## src/rtl/shared_mem_arbiter.sv

```systemverilog
// ============================================================================
// shared_mem_arbiter : round-robin access arbiter for the shared data RAM
// Rev 1.0
// ============================================================================
`default_nettype none

module shared_mem_arbiter #(
    parameter int CORES      = 4,
    parameter int WIDTH      = 12,
    parameter int ADDR_WIDTH = 8
) (
    input  logic                        clk,
    input  logic                        rstN,
    input  logic [CORES-1:0]            req,
    input  logic [CORES-1:0]            wr,
    input  logic [CORES*ADDR_WIDTH-1:0] addrIn,
    input  logic [CORES*WIDTH-1:0]      dataIn,
    output logic [CORES-1:0]            grant,
    output logic [CORES-1:0]            rdValid,
    output logic [WIDTH-1:0]            rdData,
    output logic                        ramWrEn,
    output logic [ADDR_WIDTH-1:0]       ramAddr,
    output logic [WIDTH-1:0]            ramDataIn,
    input  logic [WIDTH-1:0]            ramDataOut
);

    localparam int               IDX_W  = (CORES > 1) ? $clog2(CORES) : 1;
    localparam logic [IDX_W-1:0] C_LAST = IDX_W'(CORES - 1);
    localparam logic [CORES-1:0] C_ONE  = CORES'(1);

    logic [IDX_W-1:0] r_ptr;
    logic             r_rd_pend;
    logic [IDX_W-1:0] r_rd_idx;

    logic             w_found;
    logic [IDX_W-1:0] w_gnt_idx;
    logic [IDX_W-1:0] w_cand;

    // Walk CORES candidates starting at r_ptr; wrap is explicit so that
    // non-power-of-two core counts never index past the last core.
    always_comb begin
        w_found   = 1'b0;
        w_gnt_idx = '0;
        w_cand    = r_ptr;
        for (int off = 0; off < CORES; off++) begin
            if (!w_found && req[w_cand]) begin
                w_found   = 1'b1;
                w_gnt_idx = w_cand;
            end
            w_cand = (w_cand == C_LAST) ? '0 : w_cand + 1'b1;
        end
        w_found = w_found & rstN;
    end

    always_comb begin
        grant     = '0;
        ramWrEn   = 1'b0;
        ramAddr   = '0;
        ramDataIn = '0;
        if (w_found) begin
            grant     = C_ONE << w_gnt_idx;
            ramWrEn   = wr[w_gnt_idx];
            ramAddr   = addrIn[w_gnt_idx*ADDR_WIDTH +: ADDR_WIDTH];
            ramDataIn = dataIn[w_gnt_idx*WIDTH +: WIDTH];
        end
    end

    // Read data is returned the cycle after the grant; reset kills it at once.
    always_comb begin
        rdValid = '0;
        rdData  = '0;
        if (r_rd_pend && rstN) begin
            rdValid = C_ONE << r_rd_idx;
            rdData  = ramDataOut;
        end
    end

    always_ff @(posedge clk) begin
        if (!rstN) begin
            r_ptr     <= '0;
            r_rd_pend <= 1'b0;
            r_rd_idx  <= '0;
        end else begin
            if (w_found) begin
                r_ptr <= (w_gnt_idx == C_LAST) ? '0 : w_gnt_idx + 1'b1;
            end
            r_rd_pend <= w_found & ~wr[w_gnt_idx];
            r_rd_idx  <= w_gnt_idx;
        end
    end

endmodule

`default_nettype wire

```

## config.mk

```make
export PLATFORM = sky130hd
export DESIGN_NAME = shared_mem_arbiter
export DESIGN_NICKNAME = d
export VERILOG_FILES = /design/src/rtl/shared_mem_arbiter.sv
export SDC_FILE = /design/constraint.sdc
export NUM_CORES = 1
export LEC_CHECK = 0
export CORE_MARGIN = 2
export CORE_UTILIZATION = 50
export CTS_BUF_LIST = sky130_fd_sc_hd__clkbuf_16
export DETAILED_ROUTE_END_ITERATION = 8
export DONT_BUFFER_PORTS = 1
export PLACE_DENSITY = 0.73
export SLEW_MARGIN = 20
export SYNTH_ARGS = -nofsm -noshare
export SYNTH_HDL_FRONTEND = slang
export SYNTH_SLANG_ARGS = --single-unit
```

## constraint.sdc

```tcl
create_clock -name clk -period 6.15 [get_ports clk]
set_input_delay 1.5375 -clock clk [delete_from_list [all_inputs] [get_ports clk]]
set_output_delay 1.5375 -clock clk [all_outputs]
set_load 0.02 [all_outputs]
```

# --- Yosys cells after proc, flatten, opt, wreduce, memory -nomap -nowiden ---
# Cells that the tools add are included.
classes:
  add_sub_neg: 4
  multipliers: 1
  n_lt_le_gt_ge: 5
  eq_ne: 4
  n_shift: 4
  mux: 28
  bitwise_logic: 3
  n_reduce_logical: 7
op_table:
  columns: ["cell", "count"]
  rows:
  - ["indexed part select 48 x 7 -> 12 bit", 1]
  - ["indexed part select 32 x 6 -> 8 bit", 1]
  - ["two-way mux 12 bit", 2]
  - ["two-way mux 2 bit", 8]
  - ["less-than comparator 2 x 3 -> 1 bit, second input constant", 5]
  - ["binary-select mux 1 bit (select 2 bit)", 5]
  - ["two-way mux 1 bit", 10]
  - ["adder 2 x 1 -> 2 bit, second input constant", 4]
  - ["== test 2 bit, second input constant", 4]
  - ["two-way mux 4 bit", 2]
  - ["two-way mux 8 bit", 1]
  - ["<< shifter 1 x 2 -> 4 bit, first input constant", 2]
  - ["logical AND 1 bit", 4]
  - ["multiplier 2 x 2 -> 4 bit, second input constant", 1]
  - ["logical NOT 1 bit", 3]
  - ["bitwise AND 1 bit", 2]
  - ["inverter 1 bit", 1]
word_totals:
  register_bits: 5
  input_bits: 102
  word_cells: 59

# --- Logic depth before layout (Yosys ltp) ---
logic_depth:
  ltp_word: 16
  depth_mapped: 12
  depth_no_buf: 9

# --- Least setup slack after synthesis ---
# No wires, ideal clock.
synth_path:
  path_type: "input port to output port"
  from: "input req[3]"
  to: "output ramDataIn[10]"
  arrival_time_ps: 3022
  t_required_ps: 4612
  path_slack_ps: 1591
  cell_stages: 7
  n_path_buf: 2
  path_cell_list: "mux4_2 > a21oi_1 > a21oi_1 > buf_4 > buf_4 > mux2i_1 > o22ai_1"
synth_between:
  elab_chain_cells: 15
  word_cells_on_any_way: 26
  classes_between: "mul (1); shift (1); mux (17); bitwise (1); reduce/logical (6)"
synth_rtl:
  columns: ["element", "line_no", "text"]
  rows:
  - ["start, declared", "14", "input logic [CORES-1:0] req,"]
  - ["binary-select mux 1 bit (select 2 bit)", "46", "if (!w_found && req[w_cand]) begin"]
  - ["two-way mux 1 bit (not written as such)", "46", null]
  - ["two-way mux 1 bit", "46", null]
  - ["logical NOT 1 bit", "46", null]
  - ["logical AND 1 bit", "46", null]
  - ["two-way mux 1 bit", "46", null]
  - ["logical NOT 1 bit", "46", null]
  - ["logical AND 1 bit", "46", null]
  - ["two-way mux 1 bit", "46", null]
  - ["logical NOT 1 bit", "46", null]
  - ["logical AND 1 bit", "46", null]
  - ["two-way mux 2 bit", "46", null]
  - ["multiplier 2 x 2 -> 4 bit", "64", "ramDataIn = dataIn[w_gnt_idx*WIDTH +: WIDTH];"]
  - ["indexed part select 48 x 7 -> 12 bit", "64", null]
  - ["two-way mux 12 bit (*)", "60", "if (w_found) begin"]
  - ["end, declared", "23", "output logic [WIDTH-1:0] ramDataIn,"]
# Mark *: on every way between the ends. The rest lies on a longest branch, timed or not. The select of a mux whose other input is x is not followed.

# --- Worst setup path in the final report ---
layout_path:
  from: "input req[3]"
  to: "output ramAddr[7]"
layout_between:
  elab_chain_cells: 14
  word_cells_on_any_way: 25
  classes_between: "shift (1); mux (17); bitwise (1); reduce/logical (6)"
layout_rtl:
  columns: ["element", "line_no", "text"]
  rows:
  - ["binary-select mux 1 bit (select 2 bit)", "46", null]
  - ["two-way mux 1 bit (not written as such)", "46", null]
  - ["two-way mux 1 bit", "46", null]
  - ["logical NOT 1 bit", "46", null]
  - ["logical AND 1 bit", "46", null]
  - ["two-way mux 1 bit", "46", null]
  - ["logical NOT 1 bit", "46", null]
  - ["logical AND 1 bit", "46", null]
  - ["two-way mux 1 bit", "46", null]
  - ["logical NOT 1 bit", "46", null]
  - ["logical AND 1 bit", "46", null]
  - ["two-way mux 2 bit or two-way mux 1 bit (tied branches)", "46", null]
  - ["indexed part select 32 x 6 -> 8 bit or bitwise AND 1 bit (tied branches)", "63, 52", null]
  - ["two-way mux 8 bit (*)", "60", null]
  - ["end, declared", "22", "output logic [ADDR_WIDTH-1:0] ramAddr,"]
# Marked as above.

==> flow_metrics.py <==
metrics = {
    "synth": {
        "yosysTopAreaCell": "mux2i_1",
        "ys_seq_elements": 5,
        "synth_area_leaders": "mux2i_1 35%, o22ai_1 10%, and3_1 7.7%",
        "synth_top_flop_cell": "dfxtp_1",
        "synth_cells": 151,
        "syn-num-nets": 258,
        "syn_avg_cell_area_um2": 8.60,
        "netlist_area_um2": 1300,
        "yosysMostFrequentCell": "mux2i_1",
        "ys_seq_area_share_pct": 7.71,
        "synth_cell_type_count": 35,
        "synthTopCellsByCount": "45 x mux2i_1, 21 x o22ai_1, 16 x and3_1",
        "synth_edf_count": 0,
        "synth_warnings": 0,
        "synth_top_area_share_pct": 34.7,
        "synth-async-reset-ratio_pct": 0,
    },
    "timing": {
        "slew_viol_final": 0,
        "fmax_mhz": 188,
        "holdWs_ns": 0.657,
        "finalSetupViolations": 0,
        "period_share_pct": 86.3,
        "tightest_slew_ns": 0.735,
        "min_period_ns": 5.31,
        "clock_skew_ns": 0.00131,
        "hold_viol": 0,
        "tns_ns": 0,
        "rsz0062_at_grt": "no",
        "slew_headroom_pct": 50.6,
    },
    "routing": {
        "drt_first_pass_iters": 4,
        "avgRoutedWirePerCell_um": 21.0,
        "drc": 0,
        "drt_wl_total_um": 3630,
        "drt_iter0_drc": 16,
        "vias": 1199,
        "vias_per_cell": 6.93,
        "antenna_left": 0,
    },
    "place": {
        "dpl.cell_count": 169,
        "gp_congestion": 0.722,
        "io_buffer_count": 0,
        "hpwl_um": 3020,
    },
    "critical_path": {
        "r2r_slack_ns": 2.92,
        "required_ns": 4.61,
        "cp-end-kind": "output pin",
        "reg2regPathDepth": 10,
        "rr_startpoint": "r_ptr[0]",
        "startpoint": "req[3]",
        "cp_max_fo": 23,
        "reg2reg_to": "r_ptr[1]",
        "crit_end": "ramAddr[7]",
        "arrival_ns": 3.77,
        "worstSetupStartpointType": "input port",
        "critPathKind": "in -> out",
    },
    "hold_path": {
        "hp-start": "r_ptr[1]",
        "hold_class": "reg -> reg",
    },
    "power": {
        "max-vdd-ir-drop_mv": 0.399,
        "p_per_area_nw_per_um2": 647,
        "leakagePower_nw": 0.716,
    },
    "global_route": {
        "grt_pass1_wl_um": 4220,
        "grtUsageTotal_pct": 19.1,
        "grt_overflow": 0,
        "grt_pass1_vias": 970,
        "grt_max_degree": 24,
        "antenna_found_initial": 0,
    },
    "clocking": {
        "post_cts_resized": 0,
        "cts_sinks": 5,
        "clk_path_buf_depth": 2,
        "cts_tree": "built",
        "holdBufCountCts": 0,
        "cts_buffers": 3,
        "cts.reportedPaths.clkPinSlew_ns": 0.04,
        "clock_latency_ns": 0.23,
        "h-tree-depth": 1,
        "postCtsSetupBuffers": 0,
        "clockRootBuffer": "clkbuf_16",
    },
    "final_layout": {
        "num_antenna_cells": 0,
        "area_delta_synth_final_pct": 2.12,
        "instances_no_fill": 173,
        "drive_gt1_share_pct": 14.0,
        "nets": 251,
    },
    "floorplanning": {
        "dieArea_um2": 3020,
        "initial_core_util_pct": 52.4,
        "io-pin-count": 143,
        "die_h_um": 55.0,
        "core_area_um2": 2480,
        "die_w_um": 55.0,
        "fp-row-count": 18,
    },
    "flow_run": {
        "cap_violations": 0,
    },
    "outcome": {
        "status": "complete, no violations",
    },
}
==> how the worst min path moves through the flow <==
stage / to / slack (ns) / cells past startpoint
2_1_floorplan: r_ptr[1] / 0.60 / 1
4_1_cts: r_ptr[1] / 0.67 / 1
6_report: r_ptr[1] / 0.66 / 1
3_3_place_gp: r_ptr[1] / 0.66 / 1
3_5_place_dp: r_ptr[1] / 0.66 / 1
5_1_grt: r_ptr[1] / 0.69 / 1
==> placed cells by master, fill, tap and decap left out, drive strengths merged, types with 2 or more instances in the layout <==
cell type,count
o22ai,21
ha,5
buf,2
nand2,5
o21ai,2
and2,3
inv,6
nor2,4
o21bai,2
and3,16
a21oi,4
nor3,2
clkbuf,3
mux2i,45
mux2,3
dfxtp,5
nor2b,3
==> per-layer routing <==
layer / share of wire [%] / vias up / global-route usage [%]
li1: - / 559 / -
met1: 38 / 547 / 23.2
met3: 6.8 / 4 / 0.538
met4: 0.88 / 0 / 5.69
met2: 54 / 89 / 36.3
met5: 0 / - / 0
==> power by group <==
part           internal (mW)  leakage, nW  switching [mW]
registers             0.0464       0.0415          0.0251
logic                  0.259        0.633           0.419
clock network         0.0851       0.0409          0.0234
total                  0.390        0.716           0.468
==> worst max-delay path, stage by stage <==
cell and delay, ns:
mux4_2 0.51, a21oi_4 0.61, buf_4 0.46, mux2i_1 0.13, o22ai_1 0.52
==> cells by family (layout without fill, tap and decap cells) <==
| group | count (synthesis) | in the layout | share of synthesized area [%] |
|---|---|---|---|
| adders and majority gates | 5 | 5 | 4.82 |
| DFF | 5 | 5 | 7.71 |
| AOI/OAI and AO/OA | 35 | 35 | 20.5 |
| buffers and inverters | 20 | 12 | 10.7 |
| muxes | 49 | 49 | 39.0 |
| and+or+nand+nor | 37 | 37 | 17.2 |
==> sequential cells by signal (all words and copies together) (netlist names) <==
| register | count |
|---|---|
| r_ptr | 2 |
| r_rd_idx | 2 |
| r_rd_pend | 1 |
==> stage by stage <==
stage	instance area, um2	worst slack, ns	util, %	total power, mW
floorplan	1300	1.59	-	0.717
global placement	1250	0.916	50.3	0.732
detailed placement	1250	0.837	50.3	0.754
CTS	1330	0.833	53.5	0.866
global route	1330	0.731	53.5	0.921
finish	1330	0.840	53.5	0.858
==> cell type report <==
type	count	area, um2
well taps	30	37.5
clock inverters	1	5.00
multi-input cells	126	1070
inverters	6	22.5
flip-flops and latches	5	100
repair buffers	2	15.0
fillers	224	1150
clock buffers	3	75.1
No activity file was read; power rests on OpenSTA's default activity.
